<file path="src/rtl/uart_rom_loader.sv">
// UART boot loader: receives a little-endian 16-bit word count followed by
// that many little-endian 32-bit words on an 8N1 line and writes each word
// into instruction ROM through a single-cycle write port. busy holds the CPU
// in reset until the whole image is written.
module uart_rom_loader #(
  parameter int WAIT   = 868,
  parameter int ADDR_W = 10
) (
  input  logic              clk,
  input  logic              reset,
  input  logic              uart_rx,
  output logic              we,
  output logic [ADDR_W-1:0] waddr,
  output logic [31:0]       wdata,
  output logic              busy,
  output logic              done,
  output logic              frame_err
);

  localparam int CW = $clog2(WAIT);
  localparam logic [CW-1:0] BIT_LAST  = CW'(WAIT - 1);
  localparam logic [CW-1:0] HALF_LAST = CW'(WAIT / 2 - 1);

  typedef enum logic [1:0] {RX_IDLE, RX_START, RX_DATA, RX_STOP} rx_state_t;
  typedef enum logic [1:0] {L_CNT_LO, L_CNT_HI, L_DATA, L_DONE} ld_state_t;

  // synchroniser stages and edge-detect history
  logic rx_p0, rx_p1, rxs_d;
  logic rxs;

  rx_state_t       rx_state;
  logic [CW-1:0]   cnt;
  logic [2:0]      bit_cnt;
  logic [7:0]      shreg;
  logic            armed;
  logic            byte_valid;
  logic [7:0]      byte_data;

  ld_state_t       ld_state;
  logic [15:0]     n;
  logic [15:0]     k;
  logic [15:0]     k_inc;
  logic [1:0]      j;
  logic [23:0]     word_lo;

  assign rxs   = rx_p1;
  assign k_inc = k + 16'd1;

  // --- stage p0/p1: two-flop synchroniser plus one history flop for edges
  always_ff @(posedge clk or negedge reset) begin
    if (!reset) begin
      rx_p0 <= 1'b1;
      rx_p1 <= 1'b1;
      rxs_d <= 1'b1;
    end else begin
      rx_p0 <= uart_rx;
      rx_p1 <= rx_p0;
      rxs_d <= rx_p1;
    end
  end

  // --- byte receiver: mid-bit sampling of the synchronised line
  always_ff @(posedge clk or negedge reset) begin
    if (!reset) begin
      rx_state   <= RX_IDLE;
      cnt        <= '0;
      bit_cnt    <= '0;
      shreg      <= '0;
      armed      <= 1'b1;
      byte_valid <= 1'b0;
      byte_data  <= '0;
      frame_err  <= 1'b0;
    end else begin
      byte_valid <= 1'b0;
      case (rx_state)
        RX_IDLE: begin
          // after a framing error the line must be seen high before re-arming
          if (rxs) armed <= 1'b1;
          if (armed && rxs_d && !rxs) begin
            rx_state <= RX_START;
            cnt      <= '0;
            bit_cnt  <= '0;
          end
        end
        RX_START: begin
          if (cnt == HALF_LAST) begin
            cnt      <= '0;
            rx_state <= rxs ? RX_IDLE : RX_DATA;
          end else begin
            cnt <= cnt + 1'b1;
          end
        end
        RX_DATA: begin
          if (cnt == BIT_LAST) begin
            cnt   <= '0;
            shreg <= {rxs, shreg[7:1]};
            if (bit_cnt == 3'd7) rx_state <= RX_STOP;
            else                 bit_cnt  <= bit_cnt + 1'b1;
          end else begin
            cnt <= cnt + 1'b1;
          end
        end
        RX_STOP: begin
          if (cnt == BIT_LAST) begin
            cnt      <= '0;
            rx_state <= RX_IDLE;
            if (rxs) begin
              byte_valid <= 1'b1;
              byte_data  <= shreg;
            end else begin
              frame_err <= 1'b1;
              armed     <= 1'b0;
            end
          end else begin
            cnt <= cnt + 1'b1;
          end
        end
        default: rx_state <= RX_IDLE;
      endcase
    end
  end

  // --- loader: count header, word assembly and ROM write strobe
  always_ff @(posedge clk or negedge reset) begin
    if (!reset) begin
      ld_state <= L_CNT_LO;
      n        <= '0;
      k        <= '0;
      j        <= '0;
      word_lo  <= '0;
      we       <= 1'b0;
      waddr    <= '0;
      wdata    <= '0;
      busy     <= 1'b1;
      done     <= 1'b0;
    end else begin
      we <= 1'b0;
      case (ld_state)
        L_CNT_LO: begin
          if (byte_valid) begin
            n[7:0]   <= byte_data;
            ld_state <= L_CNT_HI;
          end
        end
        L_CNT_HI: begin
          if (byte_valid) begin
            n[15:8] <= byte_data;
            if ({byte_data, n[7:0]} == 16'd0) begin
              ld_state <= L_DONE;
            end else begin
              ld_state <= L_DATA;
              k        <= '0;
              j        <= '0;
            end
          end
        end
        L_DATA: begin
          if (byte_valid) begin
            case (j)
              2'd0:    word_lo[7:0]   <= byte_data;
              2'd1:    word_lo[15:8]  <= byte_data;
              2'd2:    word_lo[23:16] <= byte_data;
              default: ;
            endcase
            if (j == 2'd3) begin
              // lane 3 completes the word; address wraps modulo ROM depth
              we    <= 1'b1;
              wdata <= {byte_data, word_lo};
              waddr <= k[ADDR_W-1:0];
              k     <= k_inc;
              j     <= '0;
              if (k_inc == n) ld_state <= L_DONE;
            end else begin
              j <= j + 1'b1;
            end
          end
        end
        L_DONE: begin
          busy <= 1'b0;
          done <= 1'b1;
        end
        default: ld_state <= L_CNT_LO;
      endcase
    end
  end

endmodule

</file>
<file path="config.mk">
export PLATFORM = sky130hd
export DESIGN_NAME = uart_rom_loader
export DESIGN_NICKNAME = d
export VERILOG_FILES = /design/src/rtl/uart_rom_loader.sv
export SDC_FILE = /design/constraint.sdc
export NUM_CORES = 1
export LEC_CHECK = 0
export BUFFER_PORTS_ARGS = -buffer_cell sky130_fd_sc_hd__buf_4
export CAP_MARGIN = 0
export CELL_PAD_IN_SITES_DETAIL_PLACEMENT = 1
export CELL_PAD_IN_SITES_GLOBAL_PLACEMENT = 2
export CORE_MARGIN = 3
export CORE_UTILIZATION = 25
export DETAILED_ROUTE_END_ITERATION = 12
export HOLD_SLACK_MARGIN = 0.12
export MAX_ROUTING_LAYER = met4
export PLACE_DENSITY = 0.62
export SYNTH_ARGS = -nofsm -noshare
export SYNTH_HDL_FRONTEND = slang
export SYNTH_SLANG_ARGS = --single-unit
export TNS_END_PERCENT = 10
</file>
<file path="constraint.sdc">
create_clock -name clk -period 4.1 [get_ports clk]
set_input_delay 0.82 -clock clk [delete_from_list [all_inputs] [get_ports clk]]
set_output_delay 0.82 -clock clk [all_outputs]
set_load 0.02 [all_outputs]
</file>
### Word-level counts from Yosys, hierarchy flattened

Index checks and enable logic that the tools add are counted.

* $add $sub $neg: 4
* equality and inequality tests: 27
* muxes and demuxes: 42
* bitwise logic cells: 1
* reduce and logical (&&, ||, !) cells: 27

Operators with widths (number)
* $mux 16: 4
* $pmux 16 s2: 1
* $mux 10: 3
* $mux 2: 15
* $pmux 10 s3: 1
* $ne 2x2->1 const B: 14
* $reduce_and 3->1: 6
* $add 16x1->16 const B: 1
* $eq 16x16->1: 1
* $logic_not 16->1: 1
* $eq 2x2->1 const B: 6
* $reduce_and 4->1: 3
* $add 10x1->10 const B: 1
* $eq 10x10->1 const B: 1
* $eq 10x9->1 const B: 1
* $mux 1: 10
* $reduce_and 5->1: 2
* $mux 3: 3
* $pmux 2 s4: 1
* $eq 2x1->1 const B: 3
* $logic_not 2->1: 3
* $pmux 2 s3: 1
* $pmux 3 s2: 1
* $reduce_and 2->1: 3
* 12 further kinds: 15

* register bits: 142
* bits of input ports: 3
* output and inout port bits: 46
* logic and storage cells: 125

### Depth between registers and ports, before layout

Gate-level depths: netlist of run 1.

* depth after elaboration: 6
* depth in mapped cells: 10
* depth with buffers taken out: 8

### Least setup slack after synthesis of run 1

Ideal clock, no wire load.

* path type: register to register
* start: register k[1]
* end: register ld_state[1]
* library setup time: 124 ps
* data arrival time: 1962 ps
* data required time: 3976 ps
* slack: 2015 ps
* cell stages (with the launch flop): 8
* buffers on the path: 1
* period minus slack after synthesis: 2085 ps
* path through: dfrtp_1 > ha_1 > clkbuf_2 > maj3_2 > a2111oi_2 > and4_1 > nand4_1 > a211o_1

* word-level cells in the longest chain between the ends: 4

RTL lines
* start, declared: line 41 `logic [15:0] k;`
* start signal, assigned: line 170 `k <= k_inc;`
* $add 16x1->16: line 47 `assign k_inc = k + 16'd1;`
* $eq 16x16->1: line 172 `if (k_inc == n) ld_state <= L_DONE;`
* $ne 2x2->1 (no line)
* $reduce_and 6->1 (no line)
* end signal, assigned: line 151 `ld_state <= L_DATA;`
* end signal, assigned: line 172
* end signal, assigned: line 182 `default: ld_state <= L_CNT_LO;`
* end, declared: line 39 `ld_state_t ld_state;`

No other way between the ends.
A chain may end at the register's enable or synchronous reset.

### Final worst setup path of run 1

* start: register byte_data[5]
* end: register k[5]

* word-level cells in the longest chain between the ends: 3

RTL lines
* start, declared: line 37 `logic [7:0] byte_data;`
* start signal, assigned: line 109 `byte_data <= shreg;`
* $logic_not 16->1: line 148 `if ({byte_data, n[7:0]} == 16'd0) begin`
* $ne 2x2->1 (no line)
* $reduce_and 5->1 (no line)

No other way between the ends.

==> results.cfg, run 1 <==
[outcome]
outcome = finished clean

[routing]
antenna_left = 0
dr.pass1.iters = 4
routed_wirelength_um = 16600
drt_iter0_drc = 195
vias = 4512
drc = 0
wl_per_cell_um = 17.7
via_per_inst = 4.79

[power_and_ir_drop]
seqPwrFrac = 0.463
leakage_nw = 3.80
powerDensity_nw_per_um2 = 387
p_int_w = 0.00237
clockPowerShare = 0.514
total_power_w = 0.00308
p_sw_frac = 0.229
p_switching_w = 0.000705
ir_drop_v = 0.000174
combPwrFrac = 0.023

[timing]
min_period_ns = 2.55
tightest_slew_ns = 0.987
timing.slew.headroom = 0.342
skew_ns = 0.00892
finalMaxSlewViolations = 0
hold_viol = 0
grt_setup_unrepaired = false
worst_hold_slack_ns = 0.369
fmax_mhz = 392
period_share = 0.621
fin_tns_setup_ns = 0
setup_viol = 0

[min_path]
hold_class = flop to flop
worstHoldPathCells = 0

[yosys]
synth_top_area_share = 0.516
synth.area.top_cells = dfrtp_1 (52%), mux2_2 (16%), o21ai_0 (2.7%), ha_1 (2.4%), dfstp_2 (2.0%)
ys_warn_count = 0
ys_types = 70
synthTopCellsByCount = dfrtp_1 (137), mux2_2 (97), o21ai_0 (36), nand2_1 (30), nor2_1 (26)
syn_area_per_cell_um2 = 12.2
synth_top_area_cell = dfrtp_1
yosysMostFrequentCell = dfrtp_1
synth_cells = 544
synthesis.area_um2 = 6640
syn_nets = 560
ys_ff_latch = 142
async_flop_share = 1.00
synth_edf_count = 0
ys_seq_area_frac = 0.536
ys_dominant_reg_cell = dfrtp_1

[global_route]
met1_usage = 0.155
grt_overflow = 0
use_met2 = 0.208
grt_pass1_wl_um = 27500
use_met3 = 0.0283
top_usage_layer = met2
first_global_vias = 4912
grt_max_degree = 87
track_usage = 0.126
antenna_found_initial = 0

[layout]
area_growth_pct = 19.7
drive_above_1_share = 0.338
utilization = 0.305
nFillCells = 2863
instances_no_fill = 941
fin_nets = 609
n_antenna_cell = 0

[cts]
cts-buffers-inserted = 17
cts_buffer_depth = 2
cts-resized-gates = 0
root_buffer = clkbuf_16
hold_buffers = 0
insertion_delay_ns = 0.42
htreeDepth = 4
cts_tree = done
cts_sinks = 142
postCtsSetupBuffers = 0
clk_pin_slew_worst_paths_ns = 0.07

[die]
pin_count = 49
die_area_um2 = 28600
start_util = 0.255
die_h_um = 169
die_x_um = 169
fp.coreArea_um2 = 26100
rows = 59

[setup_path]
worst-r2r-cell-count = 5
endpoint_kind = flop
arrival_ns = 2.82
crit_fanout = 23
cp.required_ns = 4.38
crit_path_start_kind = flop
critPathKind = flop to flop

[placement]
placedCellCount = 909
dp_hpwl_um = 11500
io_buffers = 48
place.gp.congestion = 0.784

[job]
drv_cap = 0
-- worst max-delay path: stages (launching register included) --
cell     delay [ns]
dfrtp_1        0.49
or3_1          0.46
o31ai_4        0.87
inv_1          0.28
nand2_1        0.20
o21ai_0        0.09
-- kinds of logic (layout without fill, tap and decap cells) --
kind of cell    Yosys count  after routing  share of synthesized area
compound gates           93             93                     0.0908
xor+xnor                 18             18                     0.0283
fa+ha+maj                14             14                     0.0262
mux                     101            101                      0.171
simple gates            140            140                      0.121
flops                   142            142                      0.536
buf+inv                  36             98                     0.0268
-- layer usage --
layer	vias to the layer above	share of wire
met5	-	0
met4	0	0.014
met3	19	0.024
met2	62	0.50
met1	2341	0.46
li1	2090	-
-- per-stage QoR --
stage,setup slack (ns),area (µm²)
after detailed placement,1.54,7340
final,1.55,7950
after floorplan,2.01,6640
after global placement,1.48,7340
after global routing,1.30,7950
after CTS,1.49,7950
-- path summary, 6_finish.rpt --
check / slack, ns / endpoint / startpoint
max reg2reg: 1.55 / k[5] / byte_data[5]
min in group asynchronous: 0.48 / waddr[3] / reset
max: 1.55 / k[5] / byte_data[5]
min reg2reg: 0.37 / rx_p1 / rx_p0
min: 0.37 / rx_p1 / rx_p0
max in group asynchronous: 2.76 / rx_p1 / reset
-- sequential cells by signal (all words and copies together), names as in the netlist, 2 cells and up, named ones only --
register and flops:
k 16, bit_cnt 3, byte_data 8, shreg 8, waddr 10, word_lo 24
n 16, ld_state 2, wdata 32, cnt 10, j 2
-- area by class of cell --
cell class | instances | area [µm²] | share of cell area
Inverter | 14 | 52.6 | 0.00661
Sequential cell | 142 | 3560 | 0.448
Tap cell | 335 | 419 | 0.0527
Clock buffer | 19 | 453 | 0.0570
Clock inverter | 13 | 151 | 0.0191
Multi-Input combinational cell | 366 | 2920 | 0.367
Timing Repair Buffer | 52 | 394 | 0.0496
-- power by group through the flow --
| stage | clock [W] | combinational, W | sequential, W |
|---|---|---|---|
| floorplan | 0 | 0.0000306 | 0.00145 |
| global placement | 0 | 0.0000709 | 0.00145 |
| detailed placement | 0 | 0.0000760 | 0.00145 |
| CTS | 0.00163 | 0.0000763 | 0.00143 |
| global route | 0.00169 | 0.0000842 | 0.00143 |
| finish | 0.00158 | 0.0000714 | 0.00143 |
-- cells in the final DEF, fill, tap and decap left out, types with 3 or more instances in the layout --
master | Yosys | routed
dfrtp_1 | 137 | 137
nand3_1 | 17 | 16
ha_1 | 13 | 13
o21ai_0 | 36 | 36
clkbuf_16 | 0 | 17
nor4_1 | 4 | 4
or3_1 | 4 | 4
inv_6 | 0 | 4
and2_1 | 3 | 3
o2111ai_1 | 3 | 3
dfstp_2 | 5 | 5
a31oi_1 | 6 | 6
o22ai_1 | 3 | 3
nand4_1 | 9 | 9
nand2b_1 | 8 | 8
nor2_1 | 26 | 26
xnor2_1 | 9 | 9
clkinv_4 | 0 | 4
nor3_1 | 6 | 6
mux2_2 | 97 | 97
nor2b_1 | 7 | 7
buf_4 | 7 | 51
xor2_1 | 6 | 6
o31ai_1 | 9 | 9
a21oi_1 | 11 | 11
nand2_1 | 30 | 30
and4_1 | 5 | 5
o41ai_1 | 5 | 5
and3_1 | 3 | 3
inv_1 | 13 | 13
Power figures use the tool's default switching activity.
==> run 2: changes to the inputs <==
==> constraint.sdc (replaced) <==
create_clock -name clk -period 2.5 [get_ports clk]
set_input_delay 0.5 -clock clk [delete_from_list [all_inputs] [get_ports clk]]
set_output_delay 0.5 -clock clk [all_outputs]
set_load 0.02 [all_outputs]
==> results.cfg, run 2 (same netlist as run 1, synthesis figures left out) <==
[routing]
wl_per_cell_um = 17.6
vias = 4640
routed_wirelength_um = 17100
drc = 0
via_per_inst = 4.78
drt_iter0_drc = 177
dr.pass1.iters = 4
antenna_left = 0

[setup_path]
critPathSlowestCell = dfrtp_1
cp.buffers_inverters = 1
endpoint_kind = flop
cp.required_ns = 2.81
critical_path.top_delay_family = compound AO/OA/AOI/OAI gates
crit_path_start_kind = flop
arrival_ns = 2.55
crit_path_cell_trace = inv_1 -> ha_1 -> nand2b_1 -> o311ai_1 -> a2111oi_2 -> and4_1 -> nand4_1 -> a211o_1
critPathKind = flop to flop
slowest_delay_ns = 0.40
crit_fanout = 10

[timing]
min_period_ns = 2.24
fmax_mhz = 447
finalMaxSlewViolations = 0
setup_viol = 0
period_share = 0.895
fin_tns_setup_ns = 0
hold_viol = 0
skew_ns = 0.0122
timing.slew.headroom = 0.625
tightest_slew_ns = 0.562
grt_setup_unrepaired = false

[layout]
fin_nets = 639
area_growth_pct = 23.1
largest_register_ffs = 32
most-common-layout-cells = dfrtp_1 (137), mux2_2 (97), buf_4 (79), o21ai_0 (36), nand2_1 (30)
utilization = 0.314
n_antenna_cell = 0
stdcell_area_um2 = 8170
reg.largest.list = wdata: 32 flops, word_lo: 24 flops
regMostFlops = wdata
final_common_cell = dfrtp_1
drive_above_1_share = 0.368

[global_route]
first_global_vias = 5106
track_usage = 0.131
grt_overflow = 0
antenna_found_initial = 0
grt_pass1_wl_um = 28400
grt_max_degree = 53

[die]
die_h_um = 169
fp.coreArea_um2 = 26100
die_x_um = 169
rows = 59
die_area_um2 = 28600
pin_count = 49
start_util = 0.255

[placement]
io_buffers = 48
dp_hpwl_um = 12200
place.gp.congestion = 0.830
placed_cell_area_um2 = 7540

[outcome]
outcome = finished clean

[cts]
cts_buffer_depth = 2
cts_sinks = 142
cts-buffers-inserted = 17
root_buffer = clkbuf_16
cts_tree = done
clk_pin_slew_worst_paths_ns = 0.07
htreeDepth = 4
insertion_delay_ns = 0.43

[power_and_ir_drop]
ir_drop_v = 0.000308
leakage_nw = 3.95
powerDensity_nw_per_um2 = 617

[min_path]
hold_class = input port to flop

[job]
drv_cap = 0
## run 2: power by group
part | total [W] | internal [W] | switching (W)
combinational | 0.000124 | 0.0000377 | 0.0000859
sequential | 0.00234 | 0.00232 | 0.0000229
clock | 0.00258 | 0.00143 | 0.00115
## run 2: what timing repair did
item | in CTS | in global routing
endpoints found under the setup margin | 0 | 1
endpoints found under the hold margin | 28 | 0
setup buffers | 0 | 3
hold buffers | 1 | 0
resized for setup | 0 | 0
## run 2: worst register-to-register path: cells and delay by family (launching register included)
family | cells | cell delay (ns)
AND/OR/NAND/NOR | 3 | 0.58
adder cells (fa/ha/maj) | 1 | 0.33
AO/OA/AOI/OAI | 3 | 0.71
buffers and inverters | 1 | 0.09
flip-flops | 1 | 0.40
## run 2: layout make-up
class / count / area [µm²]
clock inverters: 15 / 174
multi-input cells: 366 / 2910
fillers: 2834 / 17900
inverters: 14 / 52.6
flip-flops and latches: 142 / 3560
well taps: 335 / 419
repair buffers: 82 / 634
clock buffers: 17 / 425
## run 2: path summary, 6_finish.rpt
kind | startpoint | to | slack [ns] | depth (start not counted)
worst max-delay path | ld_state[0] | ld_state[1] | 0.26 | 8
worst min-delay path | uart_rx | rx_p0 | 0.18 | 1
worst max register to register | ld_state[0] | ld_state[1] | 0.26 | 8
worst min register to register | rx_p0 | rx_p1 | 0.36 | 0
max in group asynchronous | reset | wdata[7] | 1.25 | 3
min in group asynchronous | reset | ld_state[0] | 0.53 | 2
## run 2: routing by layer
metal,vias to the layer above,GRT usage,wire length [µm],share of wire
li1,2148,-,-,-
met1,2410,0.160,7640,0.45
met2,57,0.217,8700,0.51
met3,25,0.0269,466,0.027
met4,0,0.0409,267,0.016
met5,-,-,0,0
## run 2: through the flow
step	total power [W]	worst slack, ns	hold WS [ns]	cells
detailed placement	0.00251	0.178	0.348	935
finish	0.00504	0.262	0.176	971
global route	0.00526	0.0536	0.157	971
global placement	0.00250	0.311	0.348	935
floorplan	0.00243	0.415	0.204	544
CTS	0.00514	0.153	0.153	968
